$ cat config.mk
export PLATFORM = sky130hd
export DESIGN_NAME = dsp_mac_slice
export DESIGN_NICKNAME = d
export VERILOG_FILES = /design/src/rtl/dsp_mac_pkg.sv /design/src/rtl/dsp_post_adder.sv /design/src/rtl/dsp_mac_slice.sv
export SDC_FILE = /design/constraint.sdc
export NUM_CORES = 2
export LEC_CHECK = 0
export CORE_MARGIN = 8
export CORE_UTILIZATION = 52
export CTS_CLUSTER_SIZE = 16
export DETAILED_ROUTE_END_ITERATION = 16
export PLACE_DENSITY = 0.75
export SYNTH_ARGS = -nofsm -noshare
export SYNTH_HDL_FRONTEND = slang
export SYNTH_HIERARCHICAL = 1
export SYNTH_SLANG_ARGS = --single-unit
$ cat constraint.sdc
create_clock -name clk -period 8.4 [get_ports clk]
set_input_delay 2.1 -clock clk [delete_from_list [all_inputs] [get_ports clk]]
set_output_delay 2.1 -clock clk [all_outputs]
set_load 0.01 [all_outputs]
$ cat src/rtl/dsp_mac_pkg.sv
// Shared MODE field layout, Z-select codes and saturation limits for the MAC slice.
package dsp_mac_pkg;

    localparam int MODE_W       = 5;
    localparam int MODE_ZSEL_LO = 0;
    localparam int MODE_ZSEL_HI = 1;
    localparam int MODE_SUB     = 2;
    localparam int MODE_PRE_EN  = 3;
    localparam int MODE_PRE_SUB = 4;

    localparam logic [1:0] Z_ZERO = 2'b00;
    localparam logic [1:0] Z_P    = 2'b01;
    localparam logic [1:0] Z_C    = 2'b10;
    localparam logic [1:0] Z_PCIN = 2'b11;

    // Widest result the limit helpers can describe; callers keep the low pw bits.
    localparam int SAT_FW = 128;

    function automatic logic [SAT_FW-1:0] sat_max(input int pw);
        sat_max = (128'd1 << (pw - 1)) - 128'd1;
    endfunction

    function automatic logic [SAT_FW-1:0] sat_min(input int pw);
        sat_min = 128'd1 << (pw - 1);
    endfunction

endpackage

$ cat src/rtl/dsp_post_adder.sv
// Combinational post-adder: Z +/- (M + CIN) with carry, signed overflow and optional clamping.
module dsp_post_adder
    import dsp_mac_pkg::*;
#(
    parameter int PW  = 48,
    parameter int SAT = 0
) (
    input  logic [PW-1:0] z,
    input  logic [PW-1:0] m,
    input  logic          cin,
    input  logic          sub,
    output logic [PW-1:0] result,
    output logic          carry,
    output logic          ovf
);

    localparam logic [PW-1:0] LIM_HI = PW'(sat_max(PW));
    localparam logic [PW-1:0] LIM_LO = PW'(sat_min(PW));

    logic [PW-1:0] mc_s;
    logic [PW:0]   usum_s;
    logic          op_msb_s;

    // Unsigned sum in both forms; subtraction adds the complement of (M + CIN) plus one.
    always_comb begin
        mc_s     = m + {{(PW-1){1'b0}}, cin};
        usum_s   = '0;
        op_msb_s = 1'b0;
        if (sub) begin
            usum_s   = {1'b0, z} + {1'b0, ~mc_s} + {{PW{1'b0}}, 1'b1};
            op_msb_s = ~mc_s[PW-1];
        end else begin
            usum_s   = {1'b0, z} + {1'b0, m} + {{PW{1'b0}}, cin};
            op_msb_s = m[PW-1];
        end
    end

    assign carry = usum_s[PW];
    // Same-signed operands giving a differently-signed result is the only overflow case.
    assign ovf   = (z[PW-1] == op_msb_s) && (usum_s[PW-1] != z[PW-1]);

    // On overflow the true result carries the sign of z, which picks the clamp direction.
    always_comb begin
        if ((SAT != 0) && ovf) begin
            result = z[PW-1] ? LIM_LO : LIM_HI;
        end else begin
            result = usum_s[PW-1:0];
        end
    end

endmodule

$ cat src/rtl/dsp_mac_slice.sv
// Three-stage pipelined multiply-accumulate slice with pre-adder, cascade in/out and
// optional saturation; a global clock enable freezes the whole pipeline.
module dsp_mac_slice
    import dsp_mac_pkg::*;
#(
    parameter int AW  = 18,
    parameter int BW  = 18,
    parameter int PW  = 48,
    parameter int SAT = 0
) (
    input  logic              clk,
    input  logic              rstn,
    input  logic              ce,
    input  logic              in_valid,
    input  logic [AW-1:0]     a,
    input  logic [BW-1:0]     b,
    input  logic [BW-1:0]     d,
    input  logic [PW-1:0]     c,
    input  logic [PW-1:0]     pcin,
    input  logic              carryin,
    input  logic [MODE_W-1:0] mode,
    output logic [BW-1:0]     bcout,
    output logic [PW-1:0]     p,
    output logic [PW-1:0]     pcout,
    output logic              out_valid,
    output logic              carryout,
    output logic              ovf
);

    localparam int MW = AW + BW + 1;

    generate
        if (PW < MW) begin : g_pw_too_small
            $error("dsp_mac_slice: PW must be at least AW+BW+1");
        end
        if (PW > SAT_FW) begin : g_pw_too_large
            $error("dsp_mac_slice: PW exceeds saturation helper width");
        end
    endgenerate

    logic signed [AW-1:0]   a_r;
    logic signed [BW-1:0]   b_r, d_r;
    logic [PW-1:0]          c_r, pcin_r;
    logic                   cin_r, v1_r;
    logic [MODE_W-1:0]      mode_r;

    logic signed [BW:0]     preadd_s;
    logic signed [MW-1:0]   prod_s;

    logic signed [MW-1:0]   m_r;
    logic [PW-1:0]          c2_r, pcin2_r;
    logic                   cin2_r, v2_r;
    logic [MODE_SUB:0]      mode2_r;

    logic [PW-1:0]          z_s, m_ext_s, sum_s;
    logic                   carry_s, ovf_s;

    logic [PW-1:0]          p_r;
    logic                   carryout_r, ovf_r, out_valid_r;

    // Stage 1: capture every operand and the sample qualifier.
    always_ff @(posedge clk or negedge rstn) begin
        if (!rstn) begin
            a_r    <= '0;
            b_r    <= '0;
            d_r    <= '0;
            c_r    <= '0;
            pcin_r <= '0;
            cin_r  <= 1'b0;
            mode_r <= '0;
            v1_r   <= 1'b0;
        end else if (ce) begin
            a_r    <= a;
            b_r    <= b;
            d_r    <= d;
            c_r    <= c;
            pcin_r <= pcin;
            cin_r  <= carryin;
            mode_r <= mode;
            v1_r   <= in_valid;
        end
    end

    // Pre-adder widened by one bit so D+B and D-B never truncate.
    always_comb begin
        preadd_s = {b_r[BW-1], b_r};
        if (mode_r[MODE_PRE_EN]) begin
            if (mode_r[MODE_PRE_SUB]) begin
                preadd_s = {d_r[BW-1], d_r} - {b_r[BW-1], b_r};
            end else begin
                preadd_s = {d_r[BW-1], d_r} + {b_r[BW-1], b_r};
            end
        end else begin
            preadd_s = {b_r[BW-1], b_r};
        end
    end

    assign prod_s = MW'(a_r) * MW'(preadd_s);

    // Stage 2: product plus the post-add controls travelling alongside it.
    always_ff @(posedge clk or negedge rstn) begin
        if (!rstn) begin
            m_r     <= '0;
            c2_r    <= '0;
            pcin2_r <= '0;
            cin2_r  <= 1'b0;
            mode2_r <= '0;
            v2_r    <= 1'b0;
        end else if (ce) begin
            m_r     <= prod_s;
            c2_r    <= c_r;
            pcin2_r <= pcin_r;
            cin2_r  <= cin_r;
            mode2_r <= mode_r[MODE_SUB:0];
            v2_r    <= v1_r;
        end
    end

    // Z uses the live P register so consecutive accumulate samples need no bubble.
    always_comb begin
        case (mode2_r[MODE_ZSEL_HI:MODE_ZSEL_LO])
            Z_ZERO:  z_s = '0;
            Z_P:     z_s = p_r;
            Z_C:     z_s = c2_r;
            Z_PCIN:  z_s = pcin2_r;
            default: z_s = '0;
        endcase
    end

    assign m_ext_s = PW'(m_r);

    dsp_post_adder #(
        .PW  (PW),
        .SAT (SAT)
    ) u_post_adder (
        .z      (z_s),
        .m      (m_ext_s),
        .cin    (cin2_r),
        .sub    (mode2_r[MODE_SUB]),
        .result (sum_s),
        .carry  (carry_s),
        .ovf    (ovf_s)
    );

    // Stage 3: results load only for valid samples; bubbles leave P and flags untouched.
    always_ff @(posedge clk or negedge rstn) begin
        if (!rstn) begin
            p_r         <= '0;
            carryout_r  <= 1'b0;
            ovf_r       <= 1'b0;
            out_valid_r <= 1'b0;
        end else if (ce) begin
            out_valid_r <= v2_r;
            if (v2_r) begin
                p_r        <= sum_s;
                carryout_r <= carry_s;
                ovf_r      <= ovf_s;
            end
        end
    end

    assign bcout     = b_r;
    assign p         = p_r;
    assign pcout     = p_r;
    assign out_valid = out_valid_r;
    assign carryout  = carryout_r;
    assign ovf       = ovf_r;

endmodule

# Word-level counts from Yosys, hierarchy flattened
# Cells that the tools add are included.
totals:
  register_bits: 346
  output_inout_bits: 117
op_classes:
  addsub: 7
  mul: 1
  n_eq_ne: 5
  muxes: 5
  bitwise_logic: 2
  reduce_logical: 3
ops:
  columns: ["op", "count"]
  rows:
  - ["$pmux W48 S4", 1]
  - ["$add A48 B48 Y49", 2]
  - ["$add A49 B1 Y49", 1]
  - ["$add A49 B1 Y49 const B", 1]
  - ["$mux W49", 1]
  - ["$not A48 Y48", 1]
  - ["$add A37 B2 Y38", 1]
  - ["$mux W19", 2]
  - ["$mul A18 B19 Y37", 1]
  - ["$add A18 B18 Y19", 1]
  - ["$sub A18 B18 Y19", 1]
  - ["$eq A2 B2 Y1 const B", 2]
  - ["$eq A2 B1 Y1 const B", 1]
  - ["$logic_not A2 Y1", 1]
  - ["$reduce_and A2 Y1", 1]
  - ["$eq A1 B1 Y1", 1]
  - ["$logic_and A1 B1 Y1", 1]
  - ["$mux W1", 1]
  - ["$ne A1 B1 Y1", 1]
  - ["$not A1 Y1", 1]

# Longest topological paths before layout
logic_depth:
  depth_word: 7
  ltp_mapped: 37

# By module
# The synthesis kept the hierarchy.
modules_own_cells:
  columns: ["mod", "n_inst", "cells_each", "area_each_um2"]
  rows:
  - ["dsp_mac_slice", 1, 2601, 28289.6]
  - ["dsp_post_adder", 1, 982, 6612.6]

# Worst setup path after synthesis
# Ideal clock, no wire load.
synth_path:
  path_type: "reg2reg"
  start: "register b_r[0] (netlist: bcout[0])"
  end: "register m_r[32]"
  arrival_time_ns: 8.899
  required_time_ns: 8.264
  setup_slack_ns: -0.635
  stages_incl_launch_ff: 36
  n_path_buf: 1
  synth_period_minus_slack_ns: 9.035
  path_cell_list: "dfrtp_1 inv_1 ha_1 or4b_1 nor2_1 nor2_1 xnor2_1 ha_1 or4_1 o21ai_0 a21oi_1 a221o_1 a221oi_2 a211oi_1 nor3_4 buf_4 nor2_1 fa_1 fa_1 ha_1 inv_1 fa_1 inv_1 fa_1 inv_1 fa_1 inv_1 ha_1 a21oi_1 o21ai_0 a211oi_1 o21ai_0 a311o_1 a21o_1 xnor2_1 o21ai_0"
synth_between:
  elab_chain_len: 4
synth_lines:
  columns: ["item", "line_no", "text"]
  rows:
  - ["from (decl)", "dsp_mac_slice.sv:42", "logic signed [BW-1:0] b_r, d_r;"]
  - ["from (signal assigned)", "dsp_mac_slice.sv:65", "b_r <= '0;"]
  - ["from (signal assigned)", "dsp_mac_slice.sv:74", "b_r <= b;"]
  - ["$add A18 B18 Y19 / $sub A18 B18 Y19 (equally long branches)", "dsp_mac_slice.sv:91, dsp_mac_slice.sv:89", null]
  - ["$mux W19", "dsp_mac_slice.sv:88", "if (mode_r[MODE_PRE_SUB]) begin"]
  - ["$mux W19 *", "dsp_mac_slice.sv:87", "if (mode_r[MODE_PRE_EN]) begin"]
  - ["$mul A18 B19 Y37 *", "dsp_mac_slice.sv:98", "assign prod_s = MW'(a_r) * MW'(preadd_s);"]
  - ["to (signal assigned)", "dsp_mac_slice.sv:110", "m_r <= prod_s;"]
  - ["to (decl)", "dsp_mac_slice.sv:50", "logic signed [MW-1:0] m_r;"]
# Mark *: on every way between the ends. The rest lies on a longest branch, timed or not.
# A chain may end at the register's enable or synchronous reset.

# Worst setup path after layout
layout_path:
  start: "register b_r[1] (netlist: bcout[1])"
  end: "register m_r[33]"
# Same word-level chain as after synthesis.

==> flow_summary.html <==
<table>
<tr><th>Metric</th><th>Value</th></tr>
<tr><th colspan="2">Clocking</th></tr>
<tr><td># hold bufs at CTS</td><td>0</td></tr>
<tr><td>Max clock buf depth</td><td>3</td></tr>
<tr><td>Clock slew at reported path FFs</td><td>60 ps</td></tr>
<tr><td>Clock sinks</td><td>346</td></tr>
<tr><td>Root buf cell</td><td>sky130_fd_sc_hd__clkbuf_16</td></tr>
<tr><td>H-tree depth</td><td>2</td></tr>
<tr><td>TritonCTS clock tree</td><td>yes</td></tr>
<tr><td>Clock latency of the later-clocked register in the worst-skew pair</td><td>580 ps</td></tr>
<tr><td>Number of buffers inserted during clock tree synthesis</td><td>40</td></tr>
<tr><th colspan="2">Placed design</th></tr>
<tr><td>Number of port buffers</td><td>276</td></tr>
<tr><td>HPWL after DPL</td><td>69930 microns</td></tr>
<tr><td>Pre-CTS worst setup slack</td><td>-363.1 ps</td></tr>
<tr><td>Weighted congestion at the end of routability-driven global placement</td><td>0.9565</td></tr>
<tr><th colspan="2">Timing</th></tr>
<tr><td>Unrepaired setup endpoints after global routing</td><td>true</td></tr>
<tr><td>Post-route minimum period</td><td>8718 ps</td></tr>
<tr><td>Rel. slew slack</td><td>17.25%</td></tr>
<tr><td>Setup Total Neg Slack</td><td>-3157 ps</td></tr>
<tr><td>Maximum clock frequency</td><td>114.7 MHz</td></tr>
<tr><td>Worst slew pin tran</td><td>1241 ps</td></tr>
<tr><td>Final clock period utilization by the worst path</td><td>103.8%</td></tr>
<tr><td>Fin Clk Skew</td><td>29.71 ps</td></tr>
<tr><td>Final Hold Viols</td><td>0</td></tr>
<tr><td>Setup-failing EPs final</td><td>18</td></tr>
<tr><td>Max-slew violations</td><td>0</td></tr>
<tr><td>Slack of the critical path</td><td>-317.6 ps</td></tr>
<tr><th colspan="2">Yosys</th></tr>
<tr><td>Sequential share of the synthesized area</td><td>24.81%</td></tr>
<tr><td>Count of flip-flops with a built-in enable after synthesis</td><td>0</td></tr>
<tr><td>Dominant register cell in the synthesized netlist</td><td>sky130_fd_sc_hd__dfrtp_1</td></tr>
<tr><td>Net count after synthesis</td><td>4299</td></tr>
<tr><td>Mapped cell area</td><td>34900 sq um</td></tr>
<tr><td>Avg Synthesized Cell Area</td><td>9.741 sq um</td></tr>
<tr><td>Synth async-reset ratio</td><td>100.0%</td></tr>
<tr><td>Yosys Warn Count</td><td>6</td></tr>
<tr><td>Count of mapped cells out of synthesis</td><td>3583</td></tr>
<tr><td>Flops &amp; latches, synth</td><td>346</td></tr>
<tr><td>Unique masters post-synth</td><td>90</td></tr>
<tr><th colspan="2">Global route</th></tr>
<tr><td>Initial antenna violation count</td><td>1</td></tr>
<tr><td>GR Util All Layers</td><td>23.63%</td></tr>
<tr><td>Vias in the first global route</td><td>27750</td></tr>
<tr><td>Global-route wire length before repair</td><td>145300 microns</td></tr>
<tr><td>Total congestion overflow after global routing</td><td>0</td></tr>
<tr><td>Largest net degree at the start of global routing</td><td>177</td></tr>
<tr><th colspan="2">Critical path</th></tr>
<tr><td>Master of the slowest instance on the critical path</td><td>sky130_fd_sc_hd__fa_2</td></tr>
<tr><td>Critical register-to-register path startpoint</td><td>bcout[1]</td></tr>
<tr><td>FF-to-FF End</td><td>m_r[33]</td></tr>
<tr><td>Largest stage delay on the critical path</td><td>620 ps</td></tr>
<tr><td>Crit-path max FO</td><td>8</td></tr>
<tr><td>Critical path launch point</td><td>bcout[1]</td></tr>
<tr><td>Critical Path End</td><td>m_r[33]</td></tr>
<tr><td>Crit path DAT</td><td>9180 ps</td></tr>
<tr><td>Required time worst endpoint</td><td>8860 ps</td></tr>
<tr><td>CP Class</td><td>flop to flop</td></tr>
<tr><td>Reg2reg path depth</td><td>39</td></tr>
<tr><td>Register-to-register setup slack</td><td>-320 ps</td></tr>
<tr><td>Kind of start point of the critical path</td><td>flop</td></tr>
<tr><td>Critical Path Sink Type</td><td>flop</td></tr>
<tr><td>Cell repeated most along the worst path</td><td>sky130_fd_sc_hd__inv_2</td></tr>
<tr><th colspan="2">Route</th></tr>
<tr><td>DRC viols</td><td>0</td></tr>
<tr><td>Detailed-router iteration count before antenna repair</td><td>5</td></tr>
<tr><td>Met3 layer wire length in the routed design</td><td>5750 microns</td></tr>
<tr><td>Total wirelength of the detailed-routed design</td><td>89330 microns</td></tr>
<tr><td>Routed Antenna Nets</td><td>0</td></tr>
<tr><td>Mean number of vias per cell</td><td>5.535</td></tr>
<tr><td>Highest routed metal layer</td><td>met4</td></tr>
<tr><td>M1 WL</td><td>39210 microns</td></tr>
<tr><td>Final routed wire length divided by cell count</td><td>18.52 microns</td></tr>
<tr><td>First-iteration detailed-routing DRC count</td><td>1747</td></tr>
<tr><td>Via count</td><td>26700</td></tr>
<tr><td>Routed length on met2</td><td>41510 microns</td></tr>
<tr><th colspan="2">Min path</th></tr>
<tr><td>Path category of the worst min-delay check</td><td>flop to flop</td></tr>
<tr><th colspan="2">Outcome</th></tr>
<tr><td>Violated checks</td><td>setup timing</td></tr>
<tr><td>Outcome</td><td>finished, violations left</td></tr>
<tr><th colspan="2">Cells and area</th></tr>
<tr><td>Most frequent cells in the layout</td><td>sky130_fd_sc_hd__inv_1 (430), sky130_fd_sc_hd__mux2_2 (364), sky130_fd_sc_hd__dfrtp_1 (343)</td></tr>
<tr><td>Fraction of layout instances using a drive strength above 1</td><td>21.22%</td></tr>
<tr><td>Area growth from synthesis to final layout</td><td>20.01%</td></tr>
<tr><td>Final net count</td><td>4635</td></tr>
<tr><td>Final-layout fill cell count</td><td>5402</td></tr>
<tr><td>Most common library cell in the layout ignoring fill and taps</td><td>sky130_fd_sc_hd__inv_1</td></tr>
<tr><th colspan="2">Floorplanning</th></tr>
<tr><td>Width of the chip</td><td>275.1 microns</td></tr>
<tr><td>Die ar.</td><td>75670 sq um</td></tr>
<tr><td>Total I/O pin count</td><td>277</td></tr>
<tr><td>Row Count</td><td>95</td></tr>
<tr><td>Floorplan core area</td><td>66800 sq um</td></tr>
<tr><td>Height of the die</td><td>275.1 microns</td></tr>
<tr><td>Initial core utilization</td><td>52.25%</td></tr>
<tr><th colspan="2">Flow run</th></tr>
<tr><td>Max cap viols</td><td>0</td></tr>
</table>
## worst min path at each step
| stage | start | endpoint | slack [ps] | cells after the start |
|---|---|---|---|---|
| 2_1_floorplan | c_r[22] | c_r[22] | 470 | 1 |
| 3_3_place_gp | c_r[14] | c2_r[14] | 480 | 1 |
| 3_5_place_dp | pcin2_r[26] | pcin2_r[26] | 490 | 1 |
| 4_1_cts | pcin_r[41] | pcin2_r[41] | 500 | 1 |
| 5_1_grt | c_r[27] | c2_r[27] | 510 | 1 |
| 6_report | pcin_r[30] | pcin_r[30] | 500 | 1 |
## through the flow
| step | cells | instance area (sq um) | util [%] | hold WS (ps) |
|---|---|---|---|---|
| final | 4824 | 41890 | 62.70 | 500.4 |
| after CTS | 4813 | 41560 | 62.22 | 495.0 |
| after floorplan | 3583 | 35250 | - | 475.0 |
| after global placement | 4725 | 39720 | 59.46 | 482.0 |
| after detailed placement | 4725 | 39720 | 59.46 | 490.6 |
| after global routing | 4823 | 41890 | 62.70 | 513.4 |
## cells by family after synthesis
logic type / share of synthesized area [%]
buffers and inverters: 7.779
AOI/OAI and AO/OA: 11.67
and+or+nand+nor: 10.98
DFF: 24.81
muxes: 12.25
adders and majority gates: 27.34
xor gates and xnor gates: 5.169
## metal layers
metal	up-vias	GRT usage, %
li1	12640	-
met2	864	39.01
met1	13040	32.15
met5	-	0
met3	164	3.241
met4	0	7.400
## critical path: cells and delay by family, from the launching register on
kind,cells,cell delay (ps)
AO/OA/AOI/OAI,11,2100
AND/OR/NAND/NOR,8,1750
XOR/XNOR,1,120
flip-flops,1,380
adder cells (fa/ha/maj),9,3420
buffers and inverters,10,810
## sequential cells by signal, indices dropped and copies added, names as in the netlist, 3 cells and up
signal,count
a_r,18
bcout,18
c2_r,48
c_r,48
d_r,18
m_r,37
mode2_r,3
mode_r,5
p,48
pcin2_r,48
pcin_r,48
## Yosys cell counts (all sizes together), types with 24 or more instances
master	count	area share, %
a21o	65	1.4
a21oi	177	2.5
a22o	48	1.2
a31oi	39	0.79
and2	74	1.3
and3	31	0.56
buf	75	1.4
clkbuf	135	1.5
dfrtp	346	25
fa	343	20
ha	213	7.6
inv	455	4.9
mux2	370	12
nand2	314	3.4
nand2b	30	0.54
nand3	44	0.65
nand4	32	0.57
nor2	178	1.9
nor2b	37	0.66
nor3	24	0.39
o21ai	132	1.9
xnor2	123	3.1
xor2	83	2.1
## cell type report
cell class / instances / area (sq um) / share of cell area (%)
Tap cell: 873 / 1092 / 2.608
Sequential cell: 346 / 8662 / 20.68
Antenna cell: 1 / 2.502 / 0.005974
Clock buffer: 56 / 1212 / 2.894
Timing Repair Buffer: 504 / 4609 / 11.00
Multi-Input combinational cell: 2566 / 24340 / 58.10
Clock inverter: 17 / 235.2 / 0.5616
Inverter: 461 / 1737 / 4.146
## what timing repair did
item,CTS,global route
pin swaps,44,59
endpoints found under the setup margin,18,21
setup buffers,15,12
resized for setup,60,61
cloned,0,0
Power is not shown: default switching activity piles up to over one toggle a cycle in this logic, so the estimate is an artifact.
